==> config.mk <==
export PLATFORM = sky130hd
export DESIGN_NAME = vga_winmod_flat
export DESIGN_NICKNAME = d
export VERILOG_FILES = /design/src/rtl/vga_winmod_if.sv /design/src/rtl/vga_winmod.sv /design/src/flat_wrapper.sv
export SDC_FILE = /design/constraint.sdc
export NUM_CORES = 1
export LEC_CHECK = 0
export CAP_MARGIN = 20
export CORE_MARGIN = 10
export CORE_UTILIZATION = 29
export DETAILED_ROUTE_END_ITERATION = 16
export PLACE_DENSITY = 0.59
export REMOVE_ABC_BUFFERS = 1
export SLEW_MARGIN = 15
export SYNTH_ARGS = -nofsm -noshare
export SYNTH_HDL_FRONTEND = slang
export SYNTH_SLANG_ARGS = --single-unit
==> constraint.sdc <==
create_clock -name CLOCK -period 4.7 [get_ports CLOCK]
set_input_delay 1.175 -clock CLOCK [delete_from_list [all_inputs] [get_ports CLOCK]]
set_output_delay 1.175 -clock CLOCK [all_outputs]
set_load 0.01 [all_outputs]
==> src/rtl/vga_winmod_if.sv <==
// vga_winmod_if: scan position, image memory bus and window control for vga_winmod.
interface vga_winmod_if #(parameter int AW = 14, parameter int DW = 16);
    logic [20:0]   iAddr;
    logic [DW-1:0] iData;
    logic [AW-1:0] oAddr;
    logic [DW-1:0] VGAD;
    logic [10:0]   iXOff;
    logic [9:0]    iYOff;
    logic [1:0]    iZoom;
    logic          iLoad;
    logic          oAck;
    logic          oPend;
    modport master (output iAddr, iData, iXOff, iYOff, iZoom, iLoad, input oAddr, VGAD, oAck, oPend);
    modport slave  (input iAddr, iData, iXOff, iYOff, iZoom, iLoad, output oAddr, VGAD, oAck, oPend);
endinterface

==> src/rtl/vga_winmod.sv <==
// vga_winmod: zoomable image-window pixel fetcher, 2-cycle latency, settings applied at frame start.
// Optional VGA_WIN_COLORKEY_EN: pixels equal to KEY are replaced by BG.
module vga_winmod #(
    parameter int XW = 7,
    parameter int YSIZE = 96,
    parameter int AW = 14,
    parameter int DW = 16,
    parameter int HSTART = 296,
    parameter int VSTART = 35,
    parameter int HACT = 1024,
    parameter int VACT = 768,
    parameter logic [DW-1:0] BG = '0
`ifdef VGA_WIN_COLORKEY_EN
    , parameter logic [DW-1:0] KEY = 16'hF81F
`endif
) (
    input logic CLOCK,
    input logic RESET,
    vga_winmod_if.slave bus
);
    localparam int XSIZE = 1 << XW;
    logic [10:0]   sh_xoff_q, act_xoff_q;
    logic [9:0]    sh_yoff_q, act_yoff_q;
    logic [1:0]    sh_zoom_q, act_zoom_q, s;
    logic          pend_q, ack_q, win_q, win_d, apply;
    logic [AW-1:0] addr_q, addr_d;
    logic [DW-1:0] vgad_q, vgad_d, pix;
    logic [11:0]   dx, dy, xlim, ylim;
    assign apply = (bus.iAddr == '0) && pend_q;
    always_comb begin
        s = (act_zoom_q == 2'd3) ? 2'd0 : act_zoom_q;
        dx = {1'b0, bus.iAddr[20:10]} - 12'(HSTART) - {1'b0, act_xoff_q};
        dy = {2'b0, bus.iAddr[9:0]} - 12'(VSTART) - {2'b0, act_yoff_q};
        xlim = 12'(XSIZE) << s;
        ylim = 12'(YSIZE) << s;
        // sign bit catches positions left of / above the window
        win_d = !dx[11] && !dy[11] && dx < xlim && dy < ylim &&
                {1'b0, bus.iAddr[20:10]} < 12'(HSTART + HACT) &&
                {1'b0, bus.iAddr[9:0]} < 11'(VSTART + VACT);
        addr_d = win_d ? AW'((32'(dy >> s) << XW) + 32'(dx >> s)) : '0;
`ifdef VGA_WIN_COLORKEY_EN
        pix = (bus.iData == KEY) ? BG : bus.iData;
`else
        pix = bus.iData;
`endif
        vgad_d = win_q ? pix : BG;
    end
    always_ff @(posedge CLOCK or negedge RESET) begin
        if (!RESET) begin
            sh_xoff_q <= '0;
            sh_yoff_q <= '0;
            sh_zoom_q <= '0;
            act_xoff_q <= '0;
            act_yoff_q <= '0;
            act_zoom_q <= '0;
            pend_q <= 1'b0;
            ack_q <= 1'b0;
            win_q <= 1'b0;
            addr_q <= '0;
            vgad_q <= '0;
        end else begin
            ack_q <= apply;
            if (apply) begin
                act_xoff_q <= sh_xoff_q;
                act_yoff_q <= sh_yoff_q;
                act_zoom_q <= sh_zoom_q;
                pend_q <= 1'b0;
            end
            // a load on the frame-start cycle waits for the following frame
            if (bus.iLoad) begin
                sh_xoff_q <= bus.iXOff;
                sh_yoff_q <= bus.iYOff;
                sh_zoom_q <= bus.iZoom;
                pend_q <= 1'b1;
            end
            win_q <= win_d;
            addr_q <= addr_d;
            vgad_q <= vgad_d;
        end
    end
    assign bus.oAddr = addr_q;
    assign bus.VGAD = vgad_q;
    assign bus.oAck = ack_q;
    assign bus.oPend = pend_q;
endmodule

==> src/flat_wrapper.sv <==
// flat-port wrapper written by rule: the top's interface ports become plain ports
module vga_winmod_flat 
#(
    parameter int XW = 7,
    parameter int YSIZE = 96,
    parameter int AW = 14,
    parameter int DW = 16,
    parameter int HSTART = 296,
    parameter int VSTART = 35,
    parameter int HACT = 1024,
    parameter int VACT = 768,
    parameter logic [DW-1:0] BG = '0

)
  (CLOCK, RESET, bus_iAddr, bus_iData, bus_iXOff, bus_iYOff, bus_iZoom, bus_iLoad, bus_oAddr, bus_VGAD, bus_oAck, bus_oPend);
  vga_winmod_if #(.AW(AW), .DW(DW)) bus_i ();
  input logic CLOCK;
  input logic RESET;
  input wire logic [$bits(bus_i.iAddr)-1:0] bus_iAddr;
  input wire logic [$bits(bus_i.iData)-1:0] bus_iData;
  input wire logic [$bits(bus_i.iXOff)-1:0] bus_iXOff;
  input wire logic [$bits(bus_i.iYOff)-1:0] bus_iYOff;
  input wire logic [$bits(bus_i.iZoom)-1:0] bus_iZoom;
  input wire logic [$bits(bus_i.iLoad)-1:0] bus_iLoad;
  output wire logic [$bits(bus_i.oAddr)-1:0] bus_oAddr;
  output wire logic [$bits(bus_i.VGAD)-1:0] bus_VGAD;
  output wire logic [$bits(bus_i.oAck)-1:0] bus_oAck;
  output wire logic [$bits(bus_i.oPend)-1:0] bus_oPend;
  assign bus_i.iAddr = bus_iAddr;
  assign bus_i.iData = bus_iData;
  assign bus_i.iXOff = bus_iXOff;
  assign bus_i.iYOff = bus_iYOff;
  assign bus_i.iZoom = bus_iZoom;
  assign bus_i.iLoad = bus_iLoad;
  assign bus_oAddr = bus_i.oAddr;
  assign bus_VGAD = bus_i.VGAD;
  assign bus_oAck = bus_i.oAck;
  assign bus_oPend = bus_i.oPend;
  vga_winmod #(.XW(XW), .YSIZE(YSIZE), .AW(AW), .DW(DW), .HSTART(HSTART), .VSTART(VSTART), .HACT(HACT), .VACT(VACT), .BG(BG)) u_core (.CLOCK(CLOCK), .RESET(RESET), .bus(bus_i));
endmodule
==> results.json <==
{
  "power_frac_clock_pct": 37.7,
  "ys.flop_type": "dfrtp_1",
  "start_util_pct": 29.4,
  "final_common_cell": "buf_4",
  "clkLatencyLatePin_ps": 340,
  "slew_headroom_pct": 43.1,
  "clockBufferDepth": 2,
  "cts_tree": "yes",
  "path_class": "in -> reg",
  "hold_class": "reg -> reg",
  "report.final.slew_viol_count": 0,
  "max_cap_viol_count": 0,
  "p_comb_share_pct": 24.1,
  "rsz0062_at_grt": "no",
  "mostFrequentLayoutCells": "95 x buf_4, 79 x clkdlybuf4s50_1, 79 x dfrtp_1",
  "finalSetupViolations": 0,
  "cpPeakStageDelay_ps": 330,
  "place_congestion": 0.845,
  "hold_depth": 2,
  "fin_nets": 820,
  "clk_pin_slew_ps": 60,
  "drive_above_1_share_pct": 30.1,
  "p_sw_uw": 482,
  "cp.required_ps": 4920,
  "synth_area_sq_um": 5070,
  "vdd.ir_drop.worst_mv": 0.176,
  "io_buffers": 94,
  "crit_cells": 19,
  "crit_chain": "dlygate4sd2_1, inv_1, ha_1, inv_1, ha_1, nor2b_1, o31a_1, o32ai_4, mux2i_2, nand2_1, o21a_1, a22oi_2, ha_1, a21o_1, a21o_1, a21o_1, a21oi_2, xnor2_1, nor2_2",
  "io_pins": 95,
  "switching_share_pct": 25.9,
  "grt_pass1_wl_mm": 22.8,
  "die_w_um": 152,
  "grt_pass1_vias": 4637,
  "core-area_sq_um": 17200,
  "antenna_found_initial": 0,
  "hold_viol": 0,
  "clock_skew_ps": 8.32,
  "wl_per_cell_um": 14.6,
  "p_leak_nw": 3.58,
  "fillers": 1622,
  "place_ws_ps": -588,
  "cts_sinks": 79,
  "min_period_ps": 4500,
  "vias_per_cell": 4.68,
  "grt_start_max_net_pins": 58,
  "start_kind": "primary input",
  "worst_slew_pin_slew_ps": 853,
  "worst_slack_ps": 196,
  "netlist_instances": 525,
  "wl_mm": 13.6,
  "cts_buffers": 9,
  "htree_levels": 3,
  "syn_avg_cell_area_sq_um": 9.66,
  "fp.dieArea_sq_um": 23200,
  "placed_area_sq_um": 6830,
  "area_growth_pct": 49.2,
  "ant_nets": 0,
  "crit_path_end_kind": "register",
  "cp_max_fo": 3,
  "synth_edf_count": 0,
  "insertedDiodeCount": 0,
  "dr.pass1.iters": 4,
  "crit_slowest_cell": "o31a_1",
  "path_buf_inv": 3,
  "postCtsHoldBufs": 0,
  "cp_top_family": "compound AO/OA/AOI/OAI gates",
  "post-dp-hpwl_mm": 10.7,
  "cp.arrival_ps": 4730,
  "grt_usage_pct": 11.7,
  "multiInputGateArea_sq_um": 3070,
  "cts-root-buf": "clkbuf_16",
  "status": "completed",
  "drc": 0,
  "internal_power_mw": 1.38,
  "drtIter0Drc": 192,
  "ys_warn_count": 0,
  "grt_overflow": 0,
  "num_rows": 48,
  "seqCellArea_sq_um": 1980,
  "post-route-period-util_pct": 95.8,
  "synth-seq-cells": 79,
  "die_h_um": 152,
  "reg2reg_depth": 18,
  "fmax_ghz": 0.222,
  "finalInstanceArea_sq_um": 7570,
  "ys_seq_area_share_pct": 39.0,
  "pwr-share-seq_pct": 38.2,
  "p_per_area_nw_per_um2": 246,
  "async_reset_ff_share_pct": 100,
  "synth.distinct_cells": 55,
  "vias": 4373
}
[metrics by stage]
| stage | TNS, ps | hold WS (ps) | std cells | util (%) | power (mW) |
|---|---|---|---|---|---|
| finish | 0 | 477 | 935 | 43.9 | 1.86 |
| global route | 0 | 515 | 935 | 43.9 | 1.96 |
| CTS | 0 | 484 | 923 | 42.3 | 1.86 |
| detailed placement | -7490 | 471 | 903 | 39.6 | 1.12 |
| global placement | -7320 | 461 | 903 | 39.6 | 1.11 |
| floorplan | 0 | 446 | 500 | - | 0.924 |
[flip-flops by register name, indices dropped and copies added, names as in the netlist]
signal	count
u_core.bus.oPend	1
u_core.win_q	1
u_core.sh_xoff_q	11
u_core.act_zoom_q	2
u_core.bus.oAddr	14
u_core.act_xoff_q	11
u_core.sh_yoff_q	10
u_core.act_yoff_q	10
u_core.sh_zoom_q	2
u_core.bus.VGAD	16
u_core.bus.oAck	1
[logic make-up (layout without fill, tap and decap cells)]
group	Yosys count	count (layout)	synth area share (%)
compound gates	129	129	16.8
xor+xnor	22	22	3.80
fa+ha+maj	52	52	13.3
buf+inv	81	266	6.27
flops	79	79	39.0
mux	41	41	8.86
simple gates	121	121	12.0
[cell usage after synthesis (7+ instances only)]
cell      instances  area share, %
dfrtp_1          79             39
inv_1            56            4.1
ha_1             49             12
mux2_2           31            6.9
nand2_1          31            2.3
o21ai_0          31            3.1
a21oi_1          30            3.0
nor2_1           30            2.2
and2_1           17            2.1
clkbuf_1         16            1.2
a211oi_1         14            2.1
xnor2_1          13            2.2
mux2i_1          10            2.0
a21o_1            9            1.3
o21a_1            9            1.3
xor2_1            9            1.6
nor2_2            8           0.99
nor4_1            7           0.86
[layout make-up]
type	instances	area share, %
clock buffers	12	3.26
clock inverters	4	0.711
inverters	56	2.78
multi-input cells	365	40.5
flip-flops and latches	79	26.1
well taps	225	3.72
repair buffers	194	22.9
[metal layers]
| layer | GRT usage (%) | routed length, um | vias to the layer above |
|---|---|---|---|
| met5 | 0 | 0 | - |
| met4 | 5.64 | 445 | 0 |
| met3 | 4.29 | 991 | 20 |
| met2 | 18.7 | 6320 | 98 |
| met1 | 13.6 | 5870 | 2070 |
| li1 | - | - | 2185 |
[worst paths after layout]
| path | startpoint | slack [ps] | to |
|---|---|---|---|
| worst max-delay path | bus_iAddr[13] | 200 | u_core.bus.oAddr[12] |
| min in group asynchronous | RESET | 880 | u_core.bus.oAddr[10] |
| worst max register to register | u_core.act_xoff_q[1] | 810 | u_core.bus.oAddr[4] |
| max in group asynchronous | RESET | 3020 | u_core.sh_yoff_q[0] |
| worst min register to register | u_core.sh_zoom_q[1] | 480 | u_core.act_zoom_q[1] |
| worst min-delay path | u_core.sh_zoom_q[1] | 480 | u_core.act_zoom_q[1] |
[what timing repair did]
action | CTS | global route
gates cloned | 1 | 0
gates resized for setup | 32 | 53
setup buffers | 3 | 12
endpoints found under the hold margin | 0 | 0
pin swaps | 18 | 40
endpoints found under the setup margin | 15 | 15
[power groups by stage]
stage,sequential (mW),clock [mW],combinational (mW)
6_report,0.710,0.700,0.447
4_1_cts,0.710,0.728,0.422
3_5_place_dp,0.723,0,0.399
2_1_floorplan,0.719,0,0.205
3_3_place_gp,0.722,0,0.390
5_1_grt,0.713,0.756,0.495
[worst min-delay path, stage by stage (launching register included)]
cell and delay (ps):
dfrtp_1 340, nand2_1 50, o21ai_0 60
(Power assumes the default switching activity.)
